File: config.mk
export PLATFORM = sky130hd
export DESIGN_NAME = bus_arbiter_rr
export DESIGN_NICKNAME = d
export VERILOG_FILES = /design/src/rtl/bus_arbiter_rr.sv
export SDC_FILE = /design/constraint.sdc
export NUM_CORES = 1
export LEC_CHECK = 0
export ABC_CLOCK_PERIOD_IN_PS = 2200
export CORE_MARGIN = 4
export CORE_UTILIZATION = 45
export DETAILED_ROUTE_END_ITERATION = 10
export PLACE_DENSITY = 0.79
export SLEW_MARGIN = 20
export SYNTH_ARGS = -nofsm -noshare
export SYNTH_HDL_FRONTEND = slang
export SYNTH_SLANG_ARGS = --single-unit
export TNS_END_PERCENT = 50
File: constraint.sdc
create_clock -name clk -period 2.2 [get_ports clk]
set_clock_uncertainty 0.05 [all_clocks]
set_input_delay 0.22 -clock clk [delete_from_list [all_inputs] [get_ports clk]]
set_output_delay 0.22 -clock clk [all_outputs]
set_load 0.05 [all_outputs]
File: src/rtl/bus_arbiter_rr.sv
// Round-robin N-master bus arbiter: registered one-hot grant, released by the owner's free strobe.
// Optional grant watchdog under BUS_ARB_WATCHDOG_EN; revocation pulses bus_error for one cycle.
module bus_arbiter_rr #(
  parameter int N_MASTERS      = 3,
  parameter int ID_W           = 2,
  parameter int TIMEOUT_CYCLES = 16,
  parameter int CNT_W          = 8
) (
  input  logic                 clk,
  input  logic                 reset,
  input  logic [N_MASTERS-1:0] bus_req,
  input  logic [N_MASTERS-1:0] bus_free,
  output logic [N_MASTERS-1:0] bus_grant,
  output logic [ID_W-1:0]      grant_id,
  output logic                 bus_busy,
  output logic                 bus_error
);

  if ((1 << ID_W) < N_MASTERS) begin : g_bad_id_w
    $error("ID_W too narrow for N_MASTERS");
  end
  if ((1 << CNT_W) <= TIMEOUT_CYCLES) begin : g_bad_cnt_w
    $error("CNT_W too narrow for TIMEOUT_CYCLES");
  end

  typedef enum logic {IDLE, GRANT} state_t;

  state_t                state, state_nxt;
  logic [ID_W-1:0]       last_id, last_nxt, id_nxt, winner;
  logic [N_MASTERS-1:0]  grant_nxt;
  logic                  busy_nxt, error_nxt, found, owner_free, timeout;
  int                    idx;

  // Only the current owner's free bit can match the one-hot grant.
  assign owner_free = |(bus_free & bus_grant);

  always_comb begin
    found  = 1'b0;
    winner = '0;
    idx    = 0;
    for (int i = 1; i <= N_MASTERS; i++) begin
      idx = (int'(last_id) + i) % N_MASTERS;
      if (!found && bus_req[idx]) begin
        found  = 1'b1;
        winner = ID_W'(idx);
      end
    end
  end

`ifdef BUS_ARB_WATCHDOG_EN
  logic [CNT_W-1:0] wd_cnt;

  always_ff @(posedge clk or posedge reset) begin
    if (reset)              wd_cnt <= '0;
    else if (state == IDLE) wd_cnt <= '0;
    else if (!owner_free)   wd_cnt <= wd_cnt + CNT_W'(1);
  end

  assign timeout = (wd_cnt == CNT_W'(TIMEOUT_CYCLES - 1));
`else
  assign timeout = 1'b0;
`endif

  always_comb begin
    state_nxt = state;
    grant_nxt = bus_grant;
    id_nxt    = grant_id;
    last_nxt  = last_id;
    busy_nxt  = bus_busy;
    error_nxt = 1'b0;
    case (state)
      IDLE: begin
        if (found) begin
          grant_nxt         = '0;
          grant_nxt[winner] = 1'b1;
          id_nxt            = winner;
          last_nxt          = winner;
          busy_nxt          = 1'b1;
          state_nxt         = GRANT;
        end
      end
      GRANT: begin
        // Free beats a coincident timeout; last_id keeps the offender at lowest priority.
        if (owner_free || timeout) begin
          grant_nxt = '0;
          busy_nxt  = 1'b0;
          error_nxt = !owner_free;
          state_nxt = IDLE;
        end
      end
      default: state_nxt = IDLE;
    endcase
  end

  always_ff @(posedge clk or posedge reset) begin
    if (reset) begin
      state     <= IDLE;
      bus_grant <= '0;
      grant_id  <= '0;
      last_id   <= ID_W'(N_MASTERS - 1);
      bus_busy  <= 1'b0;
      bus_error <= 1'b0;
    end else begin
      state     <= state_nxt;
      bus_grant <= grant_nxt;
      grant_id  <= id_nxt;
      last_id   <= last_nxt;
      bus_busy  <= busy_nxt;
      bus_error <= error_nxt;
    end
  end

endmodule

==> impl_metrics.json <==
{
  "setup-violations-final": 0,
  "drtIter0Drc": 7,
  "synth.avg_cell_area_um2": 9.07,
  "synth_cell_types": 35,
  "p_per_area_nw_per_um2": 1630,
  "grt_use_met3_pct": 3.98,
  "fin_util_pct": 58.7,
  "ant_nets": 0,
  "fmax_ghz": 0.514,
  "outcome": "completed",
  "worst_setup_path_end_kind": "register",
  "synth_edf_count": 0,
  "crit_top_cell": "nand2b_2",
  "syn_inst": 69,
  "rows": 13,
  "cts_tree": "yes",
  "worstSetupPathType": "reg2reg",
  "ys_ff_latch": 8,
  "slew_violations": 0,
  "slowest_stage": "dfstp_2",
  "cts-resized-gates": 0,
  "via_count": 539,
  "grt_use_met2_pct": 20.6,
  "dp_hpwl_um": 941,
  "layout-drive-gt1-share_pct": 19.8,
  "drv_cap": 0,
  "worstPathRequired_ns": 2.29,
  "peakVddDrop_mv": 1.06,
  "final_cell_mix": "13 x clkdlybuf4s50_1, 7 x dfrtp_1, 5 x inv_1, 5 x a21oi_1",
  "cts-hold-fix-buffers": 0,
  "port_buffers": 13,
  "clockBufferDepth": 2,
  "use_met1_pct": 18.6,
  "area_growth_pct": 22.0,
  "p_leak_nw": 0.345,
  "dr.pass1.iters": 4,
  "hold_viol_final": 0,
  "synth_top_area_cell": "dfrtp_1",
  "grt_max_degree": 14,
  "final.fill_count": 129,
  "slowest_delay_ns": 0.54,
  "grt_pass1_vias": 488,
  "ys_warn_count": 0,
  "htreeDepth": 1,
  "cp_data_arrival_time_ns": 2.03,
  "viasPerCell": 5.61,
  "ys_seq_area_share_pct": 32.2,
  "nets": 93,
  "grt-busiest-layer": "met2",
  "layout_commonest_cell": "clkdlybuf4s50_1",
  "postRouteWirelength_mm": 1.25,
  "synth_area_leaders": "dfrtp_1 28%, buf_4 6.0%, ha_1 6.0%",
  "clk_latency_ns": 0.26,
  "synthArstFlopShare_pct": 100,
  "syn_nets": 80,
  "routedWlPerCell_um": 13.0,
  "initial_core_util_pct": 48.1,
  "tns_ns": 0,
  "grt_overflow": 0,
  "cts_root_buffer": "clkbuf_4",
  "io-pin-count": 15,
  "dieArea_um2": 2050,
  "finalCritPeriodShare_pct": 88.4,
  "ff_latch_area_um2": 201,
  "critPathBufInv": 1,
  "fin_area_um2": 763,
  "core_area_um2": 1300,
  "post_cts_buffers": 0,
  "die_h_um": 45.3,
  "grt.total_usage_pct": 14.1,
  "slew_headroom_pct": 65.7,
  "die_w_um": 45.3,
  "grt_pass1_wl_mm": 2.06,
  "crit_family": "simple AND/OR/NAND/NOR gates",
  "synth_ff_type": "dfrtp_1",
  "cts_sinks": 8,
  "cp_max_fo": 6,
  "cts_inserted_buffers": 3,
  "antenna_found_initial": 0,
  "synth_top_area_share_pct": 28.0,
  "layout_min_cycle_time_ns": 1.94,
  "cp_cell_sequence": "inv_1 -> ha_1 -> nand2b_2 -> and3_1 -> o21ai_2 -> nand2b_2 -> a21o_1",
  "clk_pin_slew_worst_paths_ns": 0.06,
  "multiInputGateArea_um2": 364,
  "grt_setup_unrepaired": "no",
  "startpoint_type": "register",
  "post_dp_cell_area_um2": 737,
  "drc": 0,
  "hold_path_class": "in2async",
  "syn_area_um2": 626,
  "n_antenna_cell": 0,
  "gp_congestion": 0.830,
  "tightest_slew_ns": 0.513
}
area by class of cell:
cell class / instances / area share [%]
clock buffer: 4 / 3.44
inverter: 6 / 2.95
multi-input combinational: 50 / 47.7
sequential: 8 / 26.4
tap: 15 / 2.46
timing repair buffer: 13 / 17.0
cell usage after synthesis (2+ instances only):
| library cell | number |
|---|---|
| a21o_1 | 4 |
| buf_4 | 5 |
| nand2b_2 | 2 |
| nand2_1 | 4 |
| nand4_1 | 3 |
| o21ai_1 | 2 |
| nor2_1 | 4 |
| o21ai_2 | 2 |
| a21oi_1 | 5 |
| dfrtp_1 | 7 |
| ha_1 | 3 |
| inv_1 | 5 |
path summary, 6_finish.rpt:
| kind | startpoint | endpoint | slack, ns | cells past startpoint |
|---|---|---|---|---|
| max | last_id[1] | grant_id[1] | 0.26 | 7 |
| min | reset | bus_grant[1] | 0.14 | 2 |
| max reg2reg | last_id[1] | grant_id[1] | 0.26 | 7 |
| min reg2reg | grant_id[1] | grant_id[1] | 0.44 | 1 |
| max in group asynchronous | reset | last_id[1] | 1.67 | 2 |
| min in group clk | grant_id[1] | grant_id[1] | 0.44 | 1 |
metal layers:
metal	vias to the layer above	wire, µm
met5	-	0
met4	0	20
met3	3	103
met2	19	559
met1	252	564
li1	265	-
cells by family (layout without fill, tap and decap cells):
| family | after synthesis | after routing | synth area share (%) |
|---|---|---|---|
| compound gates | 25 | 25 | 30.0 |
| mux | 1 | 1 | 1.60 |
| flops | 8 | 8 | 32.2 |
| other cells | 1 | 1 | 0.599 |
| buf+inv | 11 | 23 | 9.60 |
| fa+ha+maj | 3 | 3 | 6.00 |
| simple gates | 20 | 20 | 20.0 |
through the flow:
stage | instances | power (W) | hold slack [ns] | worst slack [ns]
CTS | 96 | 0.00125 | 0.151 | 0.243
global placement | 92 | 0.00111 | 0.421 | 0.299
global route | 96 | 0.00133 | 0.162 | 0.133
floorplan | 69 | 0.000968 | -0.0151 | 0.414
detailed placement | 92 | 0.00112 | 0.430 | 0.261
finish | 96 | 0.00124 | 0.140 | 0.255
where the power goes:
part / total (W) / internal [W] / switching, W
combinational: 0.000833 / 0.000332 / 0.000501
clock: 0.000122 / 0.0000695 / 0.0000521
sequential: 0.000286 / 0.000218 / 0.0000679
flip-flops by register name, summed over array words and instances, names as in the netlist:
name,cells
bus_grant,3
last_id,1
grant_id,2
bus_busy,1
state,1
Power figures use the tool's default switching activity.
